File: src/rtl/maxpool_seq_ctrl.sv
// Serialises pairs of per-channel samples into SER_BW slices for a maxpool
// unit, then waits for each pooled result and counts windows per frame.
//
// Ports:
//   clk, rst        clock, asynchronous active-low reset
//   start, abort    begin a frame (IDLE only) / return to IDLE from any state
//   in_vld, in_rdy  upstream sample handshake; in_data = NO_CH signed samples
//   ser_vld         serial slice valid; ser_data = NO_CH slices, LS slice first
//   mp_vld          maxpool result valid
//   busy            not IDLE
//   win_cnt         windows completed in the current frame
//   frame_done      one-cycle pulse after the last window result
//   err             sticky: mp_vld seen outside WAIT_RES
module maxpool_seq_ctrl #(
  parameter int NO_CH   = 10,
  parameter int BW_IN   = 12,
  parameter int SER_BW  = 4,
  parameter int NUM_WIN = 8
) (
  input  logic                           clk,
  input  logic                           rst,
  input  logic                           start,
  input  logic                           abort,
  input  logic                           in_vld,
  output logic                           in_rdy,
  input  logic [NO_CH-1:0][BW_IN-1:0]    in_data,
  output logic                           ser_vld,
  output logic [NO_CH-1:0][SER_BW-1:0]   ser_data,
  input  logic                           mp_vld,
  output logic                           busy,
  output logic [$clog2(NUM_WIN):0]       win_cnt,
  output logic                           frame_done,
  output logic                           err
);

  localparam int SPW = BW_IN / SER_BW;
  localparam int CW  = $clog2(SPW) + 1;
  localparam int WCW = $clog2(NUM_WIN) + 1;

  typedef enum logic [1:0] {
    S_IDLE,
    S_LOAD,
    S_SHIFT,
    S_WAIT
  } state_e;

  state_e                       state_q, state_d;
  logic [NO_CH-1:0][BW_IN-1:0]  sreg_q, sreg_d;
  logic [CW-1:0]                cnt_q, cnt_d;
  logic                         pair_q, pair_d;
  logic [WCW-1:0]               win_q, win_d;
  logic                         done_q, done_d;
  logic                         err_q, err_d;

  always_ff @(posedge clk or negedge rst) begin
    if (!rst) begin
      state_q <= S_IDLE;
      sreg_q  <= '0;
      cnt_q   <= '0;
      pair_q  <= 1'b0;
      win_q   <= '0;
      done_q  <= 1'b0;
      err_q   <= 1'b0;
    end else begin
      state_q <= state_d;
      sreg_q  <= sreg_d;
      cnt_q   <= cnt_d;
      pair_q  <= pair_d;
      win_q   <= win_d;
      done_q  <= done_d;
      err_q   <= err_d;
    end
  end

  always_comb begin
    state_d = state_q;
    sreg_d  = sreg_q;
    cnt_d   = cnt_q;
    pair_d  = pair_q;
    win_d   = win_q;
    done_d  = 1'b0;
    err_d   = err_q;
    if (abort) begin
      // abort freezes counters and err; only the state moves
      state_d = S_IDLE;
    end else begin
      unique case (state_q)
        S_IDLE: begin
          if (start) begin
            state_d = S_LOAD;
            win_d   = '0;
            pair_d  = 1'b0;
            err_d   = 1'b0;
          end
        end
        S_LOAD: begin
          if (in_vld) begin
            state_d = S_SHIFT;
            sreg_d  = in_data;
            cnt_d   = '0;
          end
        end
        S_SHIFT: begin
          for (int i = 0; i < NO_CH; i++) begin
            sreg_d[i] = sreg_q[i] >> SER_BW;
          end
          cnt_d = cnt_q + CW'(1);
          if (cnt_q == CW'(SPW - 1)) begin
            if (pair_q) begin
              pair_d  = 1'b0;
              state_d = S_WAIT;
            end else begin
              pair_d  = 1'b1;
              state_d = S_LOAD;
            end
          end
        end
        S_WAIT: begin
          if (mp_vld) begin
            win_d = win_q + WCW'(1);
            if (win_q == WCW'(NUM_WIN - 1)) begin
              done_d  = 1'b1;
              state_d = S_IDLE;
            end else begin
              state_d = S_LOAD;
            end
          end
        end
        default: state_d = S_IDLE;
      endcase
      // a stray result always wins over a same-cycle clear
      if (mp_vld && state_q != S_WAIT) begin
        err_d = 1'b1;
      end
    end
  end

  assign in_rdy     = (state_q == S_LOAD);
  assign ser_vld    = (state_q == S_SHIFT);
  assign busy       = (state_q != S_IDLE);
  assign win_cnt    = win_q;
  assign frame_done = done_q;
  assign err        = err_q;

  // slices are only presented while shifting; zero otherwise
  always_comb begin
    ser_data = '0;
    for (int i = 0; i < NO_CH; i++) begin
      ser_data[i] = ser_vld ? sreg_q[i][SER_BW-1:0] : '0;
    end
  end

endmodule

File: config.mk
export PLATFORM = sky130hd
export DESIGN_NAME = maxpool_seq_ctrl
export DESIGN_NICKNAME = d
export VERILOG_FILES = /design/src/rtl/maxpool_seq_ctrl.sv
export SDC_FILE = /design/constraint.sdc
export NUM_CORES = 1
export LEC_CHECK = 0
export BUFFER_PORTS_ARGS = -buffer_cell sky130_fd_sc_hd__buf_4
export CAP_MARGIN = 5
export CORE_UTILIZATION = 40
export DETAILED_ROUTE_END_ITERATION = 8
export PLACE_DENSITY = 0.62
export SLEW_MARGIN = 30
export SYNTH_ARGS = -nofsm -noshare
export SYNTH_HDL_FRONTEND = slang
export SYNTH_SLANG_ARGS = --single-unit
File: constraint.sdc
create_clock -name clk -period 2.1 [get_ports clk]
set_input_delay 0.105 -clock clk [delete_from_list [all_inputs] [get_ports clk]]
set_output_delay 0.105 -clock clk [all_outputs]
set_load 0.01 [all_outputs]
==> results of run 1 <==
[registers in the layout, indices dropped and copies added, names as in the netlist]
name        flops
sreg_q        120
win_cnt         4
cnt_q           3
state_q         2
err             1
frame_done      1
pair_q          1
[critical path, delay by kind of cell (launching register included)]
kind	cells	cell delay [ns]
adder cells (fa/ha/maj)	1	0.28
buffers and inverters	3	0.51
flip-flops	1	0.45
AND/OR/NAND/NOR	1	0.17
[how the worst max path moves through the flow]
| stage | startpoint | end | slack (ns) | depth (start not counted) |
|---|---|---|---|---|
| global placement | state_q[0]$_DFFE_PN0P_ | sreg_q[113]$_DFFE_PN0P_ | 0.18 | 6 |
| detailed placement | state_q[0]$_DFFE_PN0P_ | sreg_q[113]$_DFFE_PN0P_ | 0.09 | 6 |
| floorplan | state_q[1]$_DFFE_PN0P_ | cnt_q[1]$_DFFE_PN0P_ | 0.09 | 10 |
| CTS | state_q[0]$_DFFE_PN0P_ | ser_data[10] | 0.02 | 5 |
| global route | state_q[1]$_DFFE_PN0P_ | sreg_q[112]$_DFFE_PN0P_ | 0.02 | 6 |
| finish | state_q[0]$_DFFE_PN0P_ | ser_data[3] | 0.14 | 5 |
[power breakdown]
part	internal, mW	switching, mW
combinational	1.70	2.07
sequential	3.69	0.573
clock	1.82	1.02
total	7.21	3.66
[cells in the final DEF, fill, tap and decap left out, types with 6 or more instances in the layout]
master and count:
nand2_1 169, dfrtp_1 132, nor2b_1 6, clkbuf_16 18, nand3_1 44, o21ai_1 19
buf_4 176, mux2i_1 83, dlygate4sd3_1 109, and2_1 40, o21ai_0 68, buf_12 6
ha_1 8
[area by class of cell]
type	count	area share, %
flip-flops and latches	132	34.8
multi-input cells	459	28.5
repair buffers	296	27.8
clock buffers	25	5.11
well taps	211	2.78
clock inverters	5	0.791
inverters	7	0.277
[timing repair]
action                                  CTS  global route
gates cloned                              0             1
resized for setup                         1             7
endpoints found under the hold margin   164             0
hold buffers                            109             0
endpoints found under the setup margin   11            50
pin swaps                                 0             1
[metal layers]
metal	up-vias	GRT usage, %	share of wire [%]
li1	2695	-	-
met1	2598	26.3	45
met2	156	34.6	49
met3	20	4.56	5.0
met4	0	7.21	1.4
met5	-	0	0
[kinds of logic after synthesis]
logic type / count (synthesis) / share of synthesized area (%)
adders and majority gates: 9 / 1.80
muxes: 83 / 13.3
and+or+nand+nor: 269 / 19.1
buffers and inverters: 54 / 4.59
AOI/OAI and AO/OA: 98 / 8.49
DFF: 132 / 52.7
[stage by stage]
step / util [%] / setup WS (ns) / hold slack (ns) / power (mW) / instance area [sq um]
finish: 62.2 / 0.140 / 0.00727 / 10.9 / 9490
global route: 62.2 / 0.0214 / 0.0107 / 11.7 / 9490
CTS: 61.8 / 0.0213 / 0.000601 / 10.9 / 9430
detailed placement: 50.9 / 0.0903 / 0.112 / 7.83 / 7770
global placement: 50.9 / 0.185 / 0.108 / 7.64 / 7770
floorplan: - / 0.0886 / -0.191 / 6.72 / 6260
==> results_dict.tcl, run 1 <==
set metrics [dict create \
    period_share_pct 93.3 \
    ant_nets 0 \
    min_from "in_data[30]" \
    reg2reg_from "state_q[1]$_DFFE_PN0P_" \
    clock.fmax_ghz 0.510 \
    antenna_found_initial 0 \
    die_h_um 127 \
    antenna_cells 0 \
    place_inst 995 \
    syn_nets 780 \
    setup_viol 0 \
    hold_class "in -> reg" \
    syn-cell-area_sq_mm 0.00626 \
    period_needed_ns 1.96 \
    slew_violations 0 \
    synth_top_area_share_pct 52.7 \
    peakVddDrop_v 0.000585 \
    synth_edf_count 0 \
    skew_ns 0.00653 \
    dieArea_sq_mm 0.0162 \
    post-route-drc-count 0 \
    ys_async_sr_fraction_pct 100 \
    hold_viol 0 \
    initial_core_util_pct 41.0 \
    grt_pass1_vias 5466 \
    avgSynthCellArea_sq_um 9.71 \
    syn_inst 645 \
    status "complete, no violations" \
    crit_fanout 38 \
    drtIter0Drc 317 \
    synth_warnings 0 \
    synth-seq-cells 132 \
    synth_cell_types 29 \
    holdPathEnd "sreg_q[30]$_DFFE_PN0P_" \
    tightest_slew_ns 0.531 \
    setup-tns-final_ns 0 \
    critical_path_arrival_ns 1.86 \
    synth_seq_area_share_pct 52.7 \
    wire_per_inst_um 14.1 \
    ff_latch_area_sq_mm 0.00330 \
    synth_most_common_cell "nand2_1" \
    drive_above_1_share_pct 23.6 \
    h-tree-depth 4 \
    critPathKind "reg -> out" \
    clkTransAtPathRegs_ns 0.05 \
    cts_buffer_depth 2 \
    core_area_sq_mm 0.0153 \
    worstRegToRegCells 6 \
    vias 5469 \
    synth.area.top_cells "dfrtp_1, mux2i_1, nand2_1, o21ai_0, and2_1" \
    min_path_cells 3 \
    io_buffers 174 \
    clkLatencyLatePin_ns 0.41 \
    cp-end-kind "primary output" \
    crit_path_top_delay_cell "dfrtp_1" \
    synth_flop_cell "dfrtp_1" \
    drtPass1Iterations 4 \
    path_cells "inv_2 -> ha_4 -> buf_16 -> and2_1 -> buf_4" \
    clock-sinks 132 \
    row_count 45 \
    cp_data_required_time_ns 2.00 \
    stdcell_count 1135 \
    clockRootBuffer "clkbuf_16" \
    groute.usage.overall_pct 20.6 \
    yosys.area.top_type "dfrtp_1" \
    power.leakage_nw 4.51 \
    place_congestion 0.769 \
    nFillCells 1264 \
    r2r_slack_ns 0.18 \
    post-cts-setup-buffer-count 0 \
    rsz0062_at_grt "false" \
    start_kind "flip-flop" \
    r2r-end "sreg_q[113]$_DFFE_PN0P_" \
    grt_max_degree 89 \
    nets 1048 \
    area_delta_synth_final_pct 51.6 \
    hpwl_um 9830 \
    wl_um 16000 \
    critPathMaxStageDelay_ns 0.45 \
    die_x_um 127 \
    slew-limit-headroom_pct 64.6 \
    cts_buffers 17 \
    overflow 0 \
    power_per_cell_area_mw_per_mm2 1150 \
    grt_pass1_wl_um 26300 \
    drv_cap 0 \
    via_per_inst 4.82 \
    synth_commonest_cells "nand2_1, dfrtp_1, mux2i_1" \
    multiInputGateArea_sq_mm 0.00271 \
    ios 175 \
    cts_tree "yes" \
]
Note: power is estimated with default switching activity, not from simulation.
==> run 2, diff against run 1 <==
ABC_CLOCK_PERIOD_IN_PS = 2100   (was default)
SETUP_SLACK_MARGIN = 0.4   (was default)
==> run 2 against run 1 <==
Effect of this change:
- the run now ends with negative hold slack left
- die area unchanged
- critical path depth up 2
- wire length up 38%
- sequential cell count unchanged
- final cell count up 7.1%
- hold slack worse by 0.023 ns
- clock-buffer cell count down 2
- clock skew up 0.00073 ns
- critical path type is now reg -> reg
- critical endpoint is now sreg_q[1]$_DFFE_PN0P_
- largest cell class is now buffers
==> results_dict.tcl, run 2 (same netlist as run 1, synthesis figures left out) <==
set metrics [dict create \
    critPathKind "reg -> reg" \
    ios 175 \
    clockRootBuffer "clkbuf_16" \
    drive_above_1_share_pct 36.7 \
    cp-startpoint "state_q[0]$_DFFE_PN0P_" \
    clock.fmax_ghz 0.538 \
    violations "negative hold slack" \
    nFillCells 1020 \
    reg2reg_from "state_q[0]$_DFFE_PN0P_" \
    vias 6124 \
    wire_per_inst_um 18.2 \
    cp_data_required_time_ns 2.38 \
    ant_nets 0 \
    power.total_mw 13.8 \
    place_congestion 0.755 \
    clkLatencyLatePin_ns 0.42 \
    power.leakage_nw 5.25 \
    worstRegToRegCells 7 \
    hpwl_um 10000 \
    crit_fanout 17 \
    cp-end-kind "flip-flop" \
    overflow 0 \
    min_path_cells 3 \
    period_needed_ns 1.86 \
    setup-tns-final_ns 0 \
    hold_viol 2 \
    power_per_cell_area_mw_per_mm2 1240 \
    row_count 45 \
    clock-sinks 132 \
    final_cell_mix "buf_4, nand2_1, dfrtp_1" \
    dieArea_sq_mm 0.0162 \
    initial_core_util_pct 41.0 \
    slew-limit-headroom_pct 63.3 \
    post-route-drc-count 0 \
    layout_commonest_cell "buf_4" \
    largest_register_ffs 120 \
    critPathMaxStageDelay_ns 0.43 \
    die_h_um 127 \
    area_delta_synth_final_pct 77.1 \
    path_cells "inv_4 -> ha_4 -> or3b_4 -> buf_12 -> buf_16 -> nand2_1 -> o21ai_0" \
    h-tree-depth 4 \
    critical_path_arrival_ns 2.14 \
    drv_cap 0 \
    peakVddDrop_v 0.000713 \
    setup_viol 0 \
    core_area_sq_mm 0.0153 \
    cts_buffer_depth 2 \
    grt_pass1_wl_um 29200 \
    grt_max_degree 66 \
    cts_tree "yes" \
    io_buffers 174 \
    antenna_cells 0 \
    regMostFlops "sreg_q" \
    antenna_found_initial 0 \
    drtPass1Iterations 5 \
    via_per_inst 5.04 \
    status "finished, violations left" \
    hold_class "in -> reg" \
    skew_ns 0.00726 \
    die_x_um 127 \
    clkTransAtPathRegs_ns 0.06 \
    drtIter0Drc 341 \
    hold_slack_ns -0.0157 \
    period_share_pct 88.4 \
    start_kind "flip-flop" \
    min_from "in_data[67]" \
    crit_path_top_delay_cell "or3b_4" \
    cts_buffers 17 \
    groute.usage.overall_pct 23.2 \
    nets 1127 \
    tightest_slew_ns 0.551 \
    grt_pass1_vias 5946 \
    slew_violations 0 \
    wl_um 22100 \
    rsz0062_at_grt "true" \
]
run 2: changes by cell type in the layout (fill, tap and decap cells not counted), sizes merged:
cell	delta
clkbuf	+11
clkinvlp	+2
buf	+59
clkinv	-2
dlygate4sd3	+7
bufinv	+4
run 2: report_power, final:
group | switching (mW) | leakage (nW) | internal [mW]
registers | 0.709 | 1.66 | 3.69
logic | 2.89 | 3.27 | 3.08
clock network | 1.09 | 0.327 | 2.32
total | 4.69 | 5.25 | 9.09
run 2: timing repair:
item / CTS / global route
hold endpoints to repair: 167 / 1
pin swaps: 1 / 36
setup endpoints to repair: 162 / 171
hold buffers: 115 / 1
gates resized for setup: 15 / 170
cloned: 5 / 18
buffers inserted: 8 / 42
run 2: worst paths after layout:
kind                                      endpoint  slack [ns]
setup reg to reg             sreg_q[1]$_DFFE_PN0P_        0.24
min in group asynchronous  sreg_q[100]$_DFFE_PN0P_        0.23
hold / removal              sreg_q[67]$_DFFE_PN0P_       -0.02
setup / recovery             sreg_q[1]$_DFFE_PN0P_        0.24
max in group asynchronous  sreg_q[101]$_DFFE_PN0P_        1.15
hold reg to reg            sreg_q[105]$_DFFE_PN0P_        0.47
run 2: area by class of cell:
cell class | instances | area, sq um | share of cell area [%]
clock inverter | 9 | 198 | 1.78
multi-input combinational | 459 | 2980 | 26.8
inverter | 7 | 35.0 | 0.316
clock buffer | 23 | 478 | 4.31
tap | 211 | 264 | 2.38
sequential | 132 | 3310 | 29.8
timing repair buffer | 375 | 3830 | 34.6
run 2: critical path, delay by kind of cell, from the launching register on:
kind / cells / cell delay [ns]
flip-flops: 1 / 0.42
AND/OR/NAND/NOR: 2 / 0.50
buffers and inverters: 3 / 0.43
AO/OA/AOI/OAI: 1 / 0.09
adder cells (fa/ha/maj): 1 / 0.27
run 2: through the flow:
step / std cells / setup slack (ns) / hold WS (ns) / instance area, sq um / util (%)
after CTS: 1155 / 0.241 / 0.000135 / 9870 / 64.7
after global routing: 1216 / 0.193 / 0.0103 / 11100 / 72.7
final: 1216 / 0.243 / -0.0157 / 11100 / 72.7
after detailed placement: 995 / 0.0451 / 0.109 / 7790 / 51.1
after floorplan: 645 / 0.226 / -0.191 / 6320 / -
after global placement: 995 / 0.171 / 0.100 / 7790 / 51.1
run 2: layer usage:
layer / vias to the layer above / routed length (um) / track usage [%]
met5: - / 0 / 0
met4: 0 / 437 / 8.05
met3: 39 / 1110 / 5.53
met2: 231 / 11300 / 40.3
met1: 2981 / 9240 / 28.3
li1: 2873 / - / -
